--- config.mk ---
export PLATFORM = sky130hd
export DESIGN_NAME = seq_signed_divider
export DESIGN_NICKNAME = d
export VERILOG_FILES = /design/src/rtl/seq_signed_divider.sv
export SDC_FILE = /design/constraint.sdc
export NUM_CORES = 1
export LEC_CHECK = 0
export CORE_AREA = 2 2 79 157
export DETAILED_ROUTE_END_ITERATION = 10
export DIE_AREA = 0 0 81 159
export GPL_ROUTABILITY_DRIVEN = 0
export PLACE_DENSITY = 0.58
export SYNTH_ARGS = -nofsm -noshare
export SYNTH_HDL_FRONTEND = slang
export SYNTH_SLANG_ARGS = --single-unit
--- constraint.sdc ---
create_clock -name clk -period 2.8 [get_ports clk]
set_input_delay 0.42 -clock clk [delete_from_list [all_inputs] [get_ports clk]]
set_output_delay 0.42 -clock clk [all_outputs]
set_load 0.01 [all_outputs]
--- src/rtl/seq_signed_divider.sv ---
// rtl/seq_signed_divider.sv - sequential signed divider, 2N/N -> N quotient and remainder
// Restoring core on operand magnitudes, one quotient bit per clock, then sign fix-up.
module seq_signed_divider #(
  parameter int N = 8
) (
  input  logic             clk,
  input  logic             rst_n,
  input  logic             start,
  input  logic [2*N-1:0]   dividend,
  input  logic [N-1:0]     divisor,
  output logic             busy,
  output logic             done,
  output logic [N-1:0]     quotient,
  output logic [N-1:0]     remainder,
  output logic             overflow,
  output logic             div_by_zero
);
  localparam int ITER = 2 * N;
  localparam int CW = $clog2(ITER);

  localparam logic [1:0] IDLE = 2'd0;
  localparam logic [1:0] CALC = 2'd1;
  localparam logic [1:0] FIX  = 2'd2;
  localparam logic [1:0] DZ   = 2'd3;

  localparam logic [N-1:0]   Q_MAX = {1'b0, {(N-1){1'b1}}};
  localparam logic [N-1:0]   Q_MIN = {1'b1, {(N-1){1'b0}}};
  localparam logic [2*N-1:0] MAG_POS_LIM = {{(N+1){1'b0}}, {(N-1){1'b1}}};
  localparam logic [2*N-1:0] MAG_NEG_LIM = MAG_POS_LIM + 1'b1;
  localparam logic [CW-1:0]  LAST = CW'(ITER - 1);

  logic [1:0]     state;
  logic [CW-1:0]  cnt;
  logic [N:0]     rem;
  logic [2*N-1:0] quo;
  logic [N:0]     dsr_mag;
  logic           q_neg;
  logic           r_neg;

  logic [2*N:0]   dvd_mag;
  logic [N:0]     dsr_in_mag;
  logic [N+1:0]   shifted;
  logic [N+1:0]   trial;
  logic           q_ovf;

  // Extra magnitude bit keeps -2^(2N-1) and -2^(N-1) exact.
  assign dvd_mag    = dividend[2*N-1] ? -{dividend[2*N-1], dividend} : {dividend[2*N-1], dividend};
  assign dsr_in_mag = divisor[N-1] ? -{divisor[N-1], divisor} : {divisor[N-1], divisor};

  assign shifted = {rem, quo[2*N-1]};
  assign trial   = shifted - {1'b0, dsr_mag};
  assign q_ovf   = q_neg ? (quo > MAG_NEG_LIM) : (quo > MAG_POS_LIM);

  always_ff @(posedge clk or negedge rst_n) begin
    if (!rst_n) begin
      state       <= IDLE;
      cnt         <= '0;
      rem         <= '0;
      quo         <= '0;
      dsr_mag     <= '0;
      q_neg       <= 1'b0;
      r_neg       <= 1'b0;
      busy        <= 1'b0;
      done        <= 1'b0;
      quotient    <= '0;
      remainder   <= '0;
      overflow    <= 1'b0;
      div_by_zero <= 1'b0;
    end else begin
      done <= 1'b0;
      case (state)
        IDLE: begin
          if (start) begin
            busy        <= 1'b1;
            overflow    <= 1'b0;
            div_by_zero <= 1'b0;
            cnt         <= '0;
            q_neg       <= dividend[2*N-1] ^ divisor[N-1];
            r_neg       <= dividend[2*N-1];
            dsr_mag     <= dsr_in_mag;
            if (divisor == '0) begin
              // DZ only needs the raw dividend, so park it in the quotient register.
              quo   <= dividend;
              rem   <= '0;
              state <= DZ;
            end else begin
              // Magnitude MSB pre-loads the partial remainder; it is always 0 in range.
              quo   <= dvd_mag[2*N-1:0];
              rem   <= {{N{1'b0}}, dvd_mag[2*N]};
              state <= CALC;
            end
          end
        end
        CALC: begin
          if (!trial[N+1]) begin
            rem <= trial[N:0];
            quo <= {quo[2*N-2:0], 1'b1};
          end else begin
            rem <= shifted[N:0];
            quo <= {quo[2*N-2:0], 1'b0};
          end
          cnt <= cnt + 1'b1;
          if (cnt == LAST) state <= FIX;
        end
        FIX: begin
          overflow  <= q_ovf;
          if (q_ovf) quotient <= q_neg ? Q_MIN : Q_MAX;
          else       quotient <= q_neg ? -quo[N-1:0] : quo[N-1:0];
          remainder <= r_neg ? -rem[N-1:0] : rem[N-1:0];
          busy      <= 1'b0;
          done      <= 1'b1;
          state     <= IDLE;
        end
        default: begin
          quotient    <= quo[2*N-1] ? Q_MIN : Q_MAX;
          remainder   <= quo[N-1:0];
          div_by_zero <= 1'b1;
          overflow    <= 1'b0;
          busy        <= 1'b0;
          done        <= 1'b1;
          state       <= IDLE;
        end
      endcase
    end
  end
endmodule
==> impl_metrics.yaml <==
timing:
  grt_setup_unrepaired: "no"
  hold_viol: 0
  setup_tns_ns: 0
  post-route-period-util: 0.895
  worst-slew-pin-transition_ns: 0.866
  slew_violations: 0
  setup_violations: 0
  slew_headroom: 0.421
  setup_slack_ns: 0.295
  post-route-min-period_ns: 2.51
  skew_ns: 0.00801
  clock.fmax_mhz: 399
synthesis:
  syn-cell-area_sq_um: 4020
  syn_area_per_cell_sq_um: 8.40
  synth_warnings: 0
  async_flop_share: 1.00
  yosys_most_used_dff: "dfrtp_1"
  synth-edff-count: 0
  synth_seq_area_share: 0.386
  ys_seq_elements: 62
  synth_cell_types: 54
  syn_nets: 523
  synth_cells: 478
routing:
  wl_per_cell_um: 15.2
  drt_iter0_markers: 177
  dr.pass1.iters: 5
  avgViaCountPerCell: 5.28
  vias: 3604
  wl_um: 10400
  detail-route-antenna-nets: 0
  remaining_drc_errors: 0
clock_network:
  cts_root_buffer: "clkbuf_16"
  cts_htree_levels: 3
  clock_latency_ns: 0.34
  clk_path_buf_depth: 2
  cts_resized: 0
  hold_buffers: 0
  postCtsSetupRepairBufs: 0
  clk_pin_slew_ns: 0.06
  cts_tree: "done"
  cts.sinks: 62
  cts_buffers: 9
final_layout:
  final_util: 0.434
  final_common_cell: "nand2_1"
  area_delta_synth_final_pct: 25.6
  antenna_cells: 0
  fin_nets: 579
  final_cell_mix: "nand2_1 (69), dfrtp_1 (62), o21ai_0 (58), clkdlybuf4s50_1 (45), nor2_1 (35)"
  drive_gt1_frac: 0.0985
worst_setup_path:
  crit_arrival_ns: 2.72
  crit_family: "compound AO/OA/AOI/OAI gates"
  critPathRequiredTime_ns: 3.01
  endpoint_kind: "flip-flop"
  start_kind: "flip-flop"
  cpPeakStageDelay_ns: 0.44
  crit_buf_inv: 0
  crit_chain: "ha_1, a21o_1, a21oi_1, o221ai_1, a41oi_1, nand2_1, a311o_1"
  path_max_fanout: 7
  crit_slowest_cell: "dfrtp_1"
  path_class: "reg -> reg"
floorplan:
  io-pin-count: 47
  die_h_um: 159
  die_w_um: 81
  start_util: 0.345
  rows: 56
  die_area_sq_um: 12900
  design.core.area_sq_um: 11600
flow_run:
  maxCapViolCount: 0
outcome:
  status: "complete, no violations"
pwr:
  vdd_drop_max_mv: 0.407
  powerDensity_nw_per_um2: 1120
  p_leak_uw: 0.00215
placement:
  post-place-ws_ns: -0.0133
  dp.final_hpwl_um: 8090
  portBuffers: 46
grt:
  grt_start_max_net_pins: 63
  grt_pass1_wl_um: 17300
  grt_remaining_overflow: 0
  track_usage: 0.172
  grt_pass1_vias: 3658
  antenna_found_initial: 0
min_path:
  hold_path_class: "in -> async"
layer usage:
layer | vias to the layer above | global-route usage | share of wire
li1 | 1808 | - | -
met1 | 1679 | 0.183 | 0.38
met2 | 91 | 0.307 | 0.54
met3 | 26 | 0.0295 | 0.037
met4 | 0 | 0.102 | 0.043
met5 | - | 0 | 0
cells by family (layout without fill, tap and decap cells):
group | count (synthesis) | count (layout) | synth area share
adders and majority gates | 18 | 18 | 0.0579
muxes | 7 | 7 | 0.0178
AOI/OAI and AO/OA | 147 | 147 | 0.237
xor gates and xnor gates | 32 | 32 | 0.0698
DFF | 62 | 62 | 0.386
buffers and inverters | 53 | 113 | 0.0495
and+or+nand+nor | 159 | 159 | 0.182
stage by stage:
stage,area [sq um],cells,power [uW],hold slack [ns]
after floorplan,4020,478,3490,0.124
after global placement,4740,668,4430,0.466
after detailed placement,4740,668,4510,0.469
after CTS,5040,683,5680,0.277
after global routing,5040,683,6110,0.310
final,5040,683,5640,0.230
worst register-to-register path: stages, from the launching register on:
cell,delay (ns)
dfrtp_1,0.44
ha_1,0.39
a21o_1,0.18
a21oi_1,0.22
o221ai_1,0.16
a41oi_1,0.33
nand2_1,0.26
a311o_1,0.40
state kept, by name (all words and copies together), names as in the netlist, 2 cells and up:
name / count
quo: 16
dsr_mag: 9
rem: 9
quotient: 8
remainder: 8
cnt: 4
state: 2
worst paths after layout:
check,from,to,slack [ns],depth (start not counted)
max,rem[5],rem[1],0.29,7
min,rst_n,quo[7],0.23,2
max reg2reg,rem[5],rem[1],0.29,7
min reg2reg,remainder[2],remainder[2],0.48,2
max in group asynchronous,rst_n,remainder[0],2.04,2
min in group clk,remainder[2],remainder[2],0.48,2
where the power goes:
group	total [uW]	internal (uW)	switching, uW
clock network	1150	754	396
logic	2840	1240	1600
registers	1650	1280	370
cell usage after synthesis, drive strengths merged, types with 4 or more instances:
library cell  number  area share
xnor2             14       0.031
xor2              18       0.039
ha                17       0.053
nor4               4      0.0062
mux2i              6       0.015
clkbuf            22       0.021
nand2             69       0.064
nor3              10       0.012
a21oi             26       0.032
a21o               5      0.0093
or3                6       0.011
nor2              35       0.033
nand3             10       0.012
nor2b              6      0.0093
inv               29       0.027
o22a               4      0.0087
or2                5      0.0078
o211ai             9       0.017
o31ai              9       0.020
o41ai              4       0.011
o21ai             59       0.074
dfrtp             62        0.39
layout make-up:
type,count,area (sq um)
Timing Repair Buffer,69,628
Sequential cell,62,1550
Fill cell,1205,6590
Inverter,29,109
Multi-Input combinational cell,363,2270
Clock inverter,3,42.5
Clock buffer,12,267
Tap cell,145,181
No activity file was read; power rests on OpenSTA's default activity.
